## config.mk

```make
export PLATFORM = sky130hd
export DESIGN_NAME = prog_load_ctrl
export DESIGN_NICKNAME = d
export VERILOG_FILES = /design/src/rtl/prog_load_ctrl.sv
export SDC_FILE = /design/constraint.sdc
export NUM_CORES = 1
export LEC_CHECK = 0
export ABC_AREA = 1
export BUFFER_PORTS_ARGS = -buffer_cell sky130_fd_sc_hd__buf_4
export CORE_UTILIZATION = 53
export DETAILED_ROUTE_END_ITERATION = 8
export GPL_ROUTABILITY_DRIVEN = 0
export HOLD_SLACK_MARGIN = 0.05
export PLACE_DENSITY = 0.83
export SYNTH_ARGS = -nofsm -noshare
export SYNTH_HDL_FRONTEND = slang
export SYNTH_SLANG_ARGS = --single-unit
```

## constraint.sdc

```tcl
create_clock -name clk -period 4.2 [get_ports clk]
set_clock_uncertainty 0.05 [all_clocks]
set_input_delay 0.42 -clock clk [delete_from_list [all_inputs] [get_ports clk]]
set_output_delay 0.42 -clock clk [all_outputs]
set_load 0.02 [all_outputs]
```

## src/rtl/prog_load_ctrl.sv

```systemverilog
// Host byte-command loader: packs host bytes into memory words, services byte
// reads through one memory port and owns the core run enable (BYTES = 2^n, n >= 1).
module prog_load_ctrl #(
  parameter int ADDR_W     = 8,
  parameter int WORD_W     = 32,
  parameter bit BIG_ENDIAN = 1'b1,
  parameter int RD_LAT     = 1,
  localparam int BYTES = WORD_W / 8,
  localparam int OFF_W = $clog2(BYTES),
  localparam int MA_W  = ADDR_W - OFF_W
) (
  input  logic              clk,
  input  logic              rst,
  input  logic [2:0]        cmd,
  input  logic              cmd_valid,
  input  logic [ADDR_W-1:0] address,
  input  logic [7:0]        data_in,
  input  logic              start_signal,
  output logic              cmd_done,
  output logic              cmd_err,
  output logic [7:0]        data_out,
  output logic              cpu_run,
  output logic              mem_we,
  output logic              mem_re,
  output logic [MA_W-1:0]   mem_addr,
  output logic [BYTES-1:0]  mem_be,
  output logic [WORD_W-1:0] mem_wdata,
  input  logic [WORD_W-1:0] mem_rdata
);

  localparam logic [2:0] CMD_NOP   = 3'd0;
  localparam logic [2:0] CMD_READ  = 3'd1;
  localparam logic [2:0] CMD_WRITE = 3'd2;
  localparam logic [2:0] CMD_RUN   = 3'd3;
  localparam logic [2:0] CMD_HALT  = 3'd4;

  typedef enum logic [2:0] {S_IDLE, S_FLUSH, S_RD_REQ, S_RD_WAIT, S_DONE} state_t;

  state_t            state_q, state_d;
  logic              cv_q, cv_d, cv_prev_q, cv_prev_d, cv_edge_q, cv_edge_d;
  logic              st_q, st_d, st_prev_q, st_prev_d, st_edge_q, st_edge_d;
  logic [2:0]        cmd_p_q, cmd_p_d;
  logic [ADDR_W-1:0] addr_p_q, addr_p_d;
  logic [7:0]        din_p_q, din_p_d;
  logic [2:0]        op_cmd_q, op_cmd_d;
  logic [ADDR_W-1:0] op_addr_q, op_addr_d;
  logic [7:0]        op_din_q, op_din_d;
  logic              err_q, err_d;
  logic              need_store_q, need_store_d;
  logic              run_pend_q, run_pend_d;
  logic [1:0]        wait_cnt_q, wait_cnt_d;
  logic [WORD_W-1:0] pend_word_q, pend_word_d;
  logic [BYTES-1:0]  pend_be_q, pend_be_d;
  logic [MA_W-1:0]   pend_waddr_q, pend_waddr_d;
  logic              cpu_run_q, cpu_run_d;
  logic [7:0]        data_out_q, data_out_d;

  logic [ADDR_W-1:0] s_addr;
  logic [7:0]        s_din;
  logic [OFF_W-1:0]  s_off, s_lane;
  logic [MA_W-1:0]   s_waddr;
  logic              pending, start, store;
  logic [2:0]        start_cmd;

  // While idle the freshly captured host fields are decoded; afterwards the
  // latched operation is, so a byte deferred behind a flush keeps its address.
  always_comb begin
    s_addr  = (state_q == S_IDLE) ? addr_p_q : op_addr_q;
    s_din   = (state_q == S_IDLE) ? din_p_q  : op_din_q;
    s_off   = s_addr[OFF_W-1:0];
    s_lane  = BIG_ENDIAN ? ~s_off : s_off;
    s_waddr = s_addr[ADDR_W-1:OFF_W];
    pending = |pend_be_q;
  end

  always_comb begin
    // NOTE: every signal gets a default before the case so no path can infer a latch.
    cv_d         = cmd_valid;
    cv_prev_d    = cv_q;
    cv_edge_d    = cv_q & ~cv_prev_q;
    st_d         = start_signal;
    st_prev_d    = st_q;
    st_edge_d    = st_q & ~st_prev_q;
    cmd_p_d      = cmd;
    addr_p_d     = address;
    din_p_d      = data_in;
    state_d      = state_q;
    op_cmd_d     = op_cmd_q;
    op_addr_d    = op_addr_q;
    op_din_d     = op_din_q;
    err_d        = err_q;
    need_store_d = need_store_q;
    run_pend_d   = run_pend_q;
    wait_cnt_d   = wait_cnt_q;
    pend_word_d  = pend_word_q;
    pend_be_d    = pend_be_q;
    pend_waddr_d = pend_waddr_q;
    cpu_run_d    = cpu_run_q;
    data_out_d   = data_out_q;
    start        = 1'b0;
    start_cmd    = CMD_NOP;
    store        = 1'b0;
    cmd_done     = 1'b0;
    cmd_err      = 1'b0;
    mem_we       = 1'b0;
    mem_re       = 1'b0;
    mem_addr     = '0;
    mem_be       = '0;
    mem_wdata    = '0;

    case (state_q)
      S_IDLE: begin
        if (cv_edge_q) begin
          start      = 1'b1;
          start_cmd  = cmd_p_q;
          op_addr_d  = addr_p_q;
          op_din_d   = din_p_q;
          // A start edge coinciding with a host command is replayed once idle again.
          run_pend_d = run_pend_q | st_edge_q;
        end else if (st_edge_q || run_pend_q) begin
          start      = 1'b1;
          start_cmd  = CMD_RUN;
          run_pend_d = 1'b0;
        end
        if (start) begin
          op_cmd_d     = start_cmd;
          err_d        = 1'b0;
          need_store_d = 1'b0;
          state_d      = S_DONE;
          case (start_cmd)
            CMD_NOP: state_d = S_DONE;
            CMD_WRITE: begin
              if (cpu_run_q) begin
                err_d = 1'b1;
              end else if (pending && (pend_waddr_q != s_waddr)) begin
                need_store_d = 1'b1;
                state_d      = S_FLUSH;
              end else begin
                store = 1'b1;
              end
            end
            CMD_READ: begin
              if (cpu_run_q) err_d   = 1'b1;
              else           state_d = pending ? S_FLUSH : S_RD_REQ;
            end
            CMD_RUN: begin
              if (!cpu_run_q) begin
                if (pending) state_d   = S_FLUSH;
                else         cpu_run_d = 1'b1;
              end
            end
            CMD_HALT: cpu_run_d = 1'b0;
            default:  err_d     = 1'b1;
          endcase
        end
      end

      S_FLUSH: begin
        mem_we      = 1'b1;
        mem_addr    = pend_waddr_q;
        mem_be      = pend_be_q;
        mem_wdata   = pend_word_q;
        pend_be_d   = '0;
        pend_word_d = '0;
        case (op_cmd_q)
          CMD_WRITE: begin
            if (need_store_q) begin
              need_store_d = 1'b0;
              store        = 1'b1;
            end else begin
              state_d = S_DONE;
            end
          end
          CMD_READ: state_d = S_RD_REQ;
          default: begin
            cpu_run_d = 1'b1;
            state_d   = S_DONE;
          end
        endcase
      end

      S_RD_REQ: begin
        mem_re     = 1'b1;
        mem_addr   = s_waddr;
        wait_cnt_d = 2'd0;
        state_d    = S_RD_WAIT;
      end

      S_RD_WAIT: begin
        if (wait_cnt_q == 2'(RD_LAT - 1)) begin
          data_out_d = mem_rdata[{s_lane, 3'b000} +: 8];
          state_d    = S_DONE;
        end else begin
          wait_cnt_d = wait_cnt_q + 2'd1;
        end
      end

      S_DONE: begin
        cmd_done = 1'b1;
        cmd_err  = err_q;
        state_d  = S_IDLE;
      end

      default: state_d = S_IDLE;
    endcase

    // Merging a byte into the pending word; the last byte offset forces a write-out.
    if (store) begin
      pend_word_d[{s_lane, 3'b000} +: 8] = s_din;
      pend_be_d[s_lane]                  = 1'b1;
      pend_waddr_d                       = s_waddr;
      state_d                            = (&s_off) ? S_FLUSH : S_DONE;
    end
  end

  // NOTE: sequential state uses non-blocking assignments only; reset clears the
  // pending word so bytes buffered before a reset are never written.
  always_ff @(posedge clk or posedge rst) begin
    if (rst) begin
      state_q      <= S_IDLE;
      cv_q         <= 1'b0;
      cv_prev_q    <= 1'b0;
      cv_edge_q    <= 1'b0;
      st_q         <= 1'b0;
      st_prev_q    <= 1'b0;
      st_edge_q    <= 1'b0;
      cmd_p_q      <= '0;
      addr_p_q     <= '0;
      din_p_q      <= '0;
      op_cmd_q     <= '0;
      op_addr_q    <= '0;
      op_din_q     <= '0;
      err_q        <= 1'b0;
      need_store_q <= 1'b0;
      run_pend_q   <= 1'b0;
      wait_cnt_q   <= '0;
      pend_word_q  <= '0;
      pend_be_q    <= '0;
      pend_waddr_q <= '0;
      cpu_run_q    <= 1'b0;
      data_out_q   <= '0;
    end else begin
      state_q      <= state_d;
      cv_q         <= cv_d;
      cv_prev_q    <= cv_prev_d;
      cv_edge_q    <= cv_edge_d;
      st_q         <= st_d;
      st_prev_q    <= st_prev_d;
      st_edge_q    <= st_edge_d;
      cmd_p_q      <= cmd_p_d;
      addr_p_q     <= addr_p_d;
      din_p_q      <= din_p_d;
      op_cmd_q     <= op_cmd_d;
      op_addr_q    <= op_addr_d;
      op_din_q     <= op_din_d;
      err_q        <= err_d;
      need_store_q <= need_store_d;
      run_pend_q   <= run_pend_d;
      wait_cnt_q   <= wait_cnt_d;
      pend_word_q  <= pend_word_d;
      pend_be_q    <= pend_be_d;
      pend_waddr_q <= pend_waddr_d;
      cpu_run_q    <= cpu_run_d;
      data_out_q   <= data_out_d;
    end
  end

  assign cpu_run  = cpu_run_q;
  assign data_out = data_out_q;

endmodule

```

==> key figures <==
Logic synthesis
  – Post-Syn Area: 5500 µm²
  – Ys Warns: 0
  – Top cells by area, synth: dfrtp_1 (47%), nand2_1 (12%), o21ai_0 (8.7%)
  – Yosys top cell area share: 0.468
  – Avg Synthesized Cell Area: 7.49 µm²
  – Number of synthesized flops with an enable pin: 0
  – Seq/Total Area, Yosys: 0.468
  – Unique masters post-synth: 32
  – Syn_nets: between 700 and 800
  – Async S/R FF share, synth: 1.00
  – Most area-hungry cell type in the Yosys netlist: dfrtp_1
  – Most used DFF post-synth: dfrtp_1
  – Count leader, synth: nand2_1
  – FF+latch count, synth: 103
  – Synth cell count leaders: nand2_1 (180), dfrtp_1 (103), o21ai_0 (96)
  – Post-Synthesis Cells: 735

Routing
  – Via/cell ratio: 5.37
  – Drt drc: 0
  – WL per Instance: 13.4 µm
  – Vias: 5169
  – Initial drt markers: 357
  – Final wirelength: 12.9 mm
  – DRT Pass-1 Iters: 5
  – Detail Route Antenna Nets: 0

Setup path
  – CP Data Required Time: 4.44 ns
  – CP max-delay cell: nor3_2
  – Kind of critical path: reg -> reg
  – Crit-path cells: nor2_2 > nand2_2 > inv_2 > or2_1 > o21ai_2 > inv_2 > ha_1 > clkinv_1 > nor3_2 > nand3_1 > o21ai_0 > nand2_1 > o21ai_1
  – Max incr delay on CP: 0.50 ns
  – Crit. End Element: flop
  – CP startpoint kind: flop
  – Crit-path most repeated cell: inv_2
  – Critical Path AT: between 3 and 4 ns
  – Crit-path max FO: 14

Timing
  – Fin. max-slew vios: 0
  – Highest Clock Rate: a little over 0.3 GHz
  – Final hold slack: 0.0921 ns
  – Max_slew headroom: 0.223
  – Final Hold Vio Count: 0
  – Setup-failing EPs final: 0
  – Worst-Margin Slew: 1.16 ns
  – RSZ-0062 raised after global routing: no
  – Setup TNS: 0 ns
  – Crit share post-route: 0.776
  – Min Tclk post-route: 3.26 ns

Power and ir drop
  – Power per standard cell area: 639 nW/µm²
  – Post-layout power: 4.14 mW
  – Leakage power: just over 3 nW
  – Peak supply drop: 0.448 mV

GRT
  – Overall Global Routing Usage: 0.258
  – First-pass GRT wire length: approximately 23 mm
  – Largest net degree at the start of global routing: around 80
  – Grt ovf: 0
  – Initial antenna violation count: 0
  – Vias in the first global route: 4998

Outcome
  – Outcome: finished, final reports clean

Floorplanning
  – Ports: 110
  – Initial Util: 0.555
  – Die X: 104 µm
  – Die Area: approximately 11000 µm²
  – FP Rows: 36
  – Die Y: slightly above 100 µm
  – Core region area: just under 10000 µm²

Layout
  – Nets: 889
  – Synthesis-to-layout area growth: 17.8%
  – Share of layout cells above drive strength 1: 0.188
  – N_diodes: 0
  – Non-filler instance count after layout: 963

Min path
  – Hold Path Class: in -> reg

CTS
  – Clock Latency Late Sink: around 0.38 ns
  – Clock sink count: between 100 and 150
  – Root buf cell: clkbuf_8
  – Post-cts hold buffer count: 0
  – Post_cts resized: 0
  – Cts bufs inserted: 9
  – CTS tree: done
  – CTS max path bufs: 2
  – Clock slew at reported path FFs: 0.10 ns
  – CTS H-tree lvls: 3
  – Post-CTS setup buffer count: 0

Job
  – Max Cap Violations: 0

Placement
  – Cells after DPL: 947
  – IO Port Bufs: around 110
  – DPL Wire Length: roughly 9 mm
[worst max-delay path, delay by kind of cell (launching register included)]
family	cells	cell delay [ns]
compound gates	3	0.40
flops	1	0.47
fa+ha+maj	1	0.23
simple gates	6	1.34
buf+inv	3	0.69
[path summary, 6_finish.rpt]
check	depth (start not counted)	startpoint	slack, ns	end
hold reg to reg	0	st_prev_d$_DFF_PP0_	0.33	st_prev_q$_DFF_PP0_
max in group asynchronous	3	rst	2.97	din_p_q[2]$_DFF_PP0_
setup / recovery	13	state_q[0]$_DFFE_PP0P_	0.94	pend_word_q[4]$_DFF_PP0_
setup reg to reg	13	state_q[0]$_DFFE_PP0P_	0.94	pend_word_q[4]$_DFF_PP0_
min in group asynchronous	2	rst	0.16	data_out[2]$_DFFE_PP0P_
hold / removal	1	address[1]	0.09	addr_p_q[1]$_DFF_PP0_
[where the power goes]
part | internal, mW | switching, mW | leakage (nW)
Sequential | 1.21 | 0.136 | 1.31
Clock | 0.222 | 0.359 | 0.0902
Combinational | 0.650 | 1.57 | 1.63
Total | 2.08 | 2.06 | 3.03
[logic make-up after synthesis]
family	count (synthesis)	synth area share
AND/OR/NAND/NOR	343	0.260
AO/OA/AOI/OAI	154	0.146
adder cells (fa/ha/maj)	9	0.0205
multiplexers	2	0.00409
flip-flops	103	0.468
buffers and inverters	124	0.100
[cell type report]
| type | count | area (µm²) |
|---|---|---|
| clock buffers | 9 | 124 |
| clock inverters | 7 | 56.3 |
| fillers | 886 | 3430 |
| inverters | 91 | 344 |
| multi-input cells | 508 | 2370 |
| flip-flops and latches | 103 | 2580 |
| well taps | 133 | 166 |
| repair buffers | 112 | 841 |
[registers in the layout, indices dropped and copies added (netlist names)]
| signal | cells |
|---|---|
| pend_word_q | 32 |
| addr_p_q | 8 |
| data_out | 8 |
| din_p_q | 8 |
| op_addr_q | 8 |
| op_din_q | 8 |
| pend_waddr_q | 6 |
| pend_be_q | 4 |
| cmd_p_q | 3 |
| op_cmd_q | 3 |
| state_q | 3 |
| wait_cnt_q | 2 |
| cpu_run | 1 |
| cv_edge_q | 1 |
| cv_prev_d | 1 |
| cv_prev_q | 1 |
| err_q | 1 |
| need_store_q | 1 |
| run_pend_q | 1 |
| st_edge_q | 1 |
| st_prev_d | 1 |
| st_prev_q | 1 |
[cells in the final DEF (no fill, tap or decap), types with 3 or more instances in the layout]
| cell | n |
|---|---|
| clkbuf_8 | 9 |
| buf_4 | 112 |
| ha_1 | 9 |
| nand2_2 | 4 |
| a21oi_1 | 7 |
| o22ai_1 | 7 |
| dfrtp_1 | 103 |
| inv_1 | 83 |
| o211ai_1 | 3 |
| nor2_1 | 84 |
| inv_2 | 6 |
| nand4_1 | 3 |
| nand3_1 | 54 |
| nand2_1 | 180 |
| clkinv_4 | 3 |
| o21ai_0 | 96 |
| nor3_1 | 3 |
| o21ai_1 | 38 |
| nor2_2 | 8 |
[layer usage]
layer | global-route usage | part of all wire | vias to the layer above
met3 | 0.0476 | 0.059 | 27
met4 | 0.106 | 0.020 | 0
met5 | 0 | 0 | -
li1 | - | - | 2523
met1 | 0.339 | 0.45 | 2417
met2 | 0.421 | 0.47 | 202
[metrics by stage]
| stage | util | cell area, µm² | setup WS (ns) |
|---|---|---|---|
| 2_1_floorplan | - | 5500 | 1.03 |
| 3_3_place_gp | 0.636 | 6300 | 1.20 |
| 3_5_place_dp | 0.636 | 6300 | 1.01 |
| 4_1_cts | 0.654 | 6480 | 0.975 |
| 5_1_grt | 0.654 | 6480 | 0.554 |
| 6_report | 0.654 | 6480 | 0.939 |
Power figures use the tool's default switching activity.
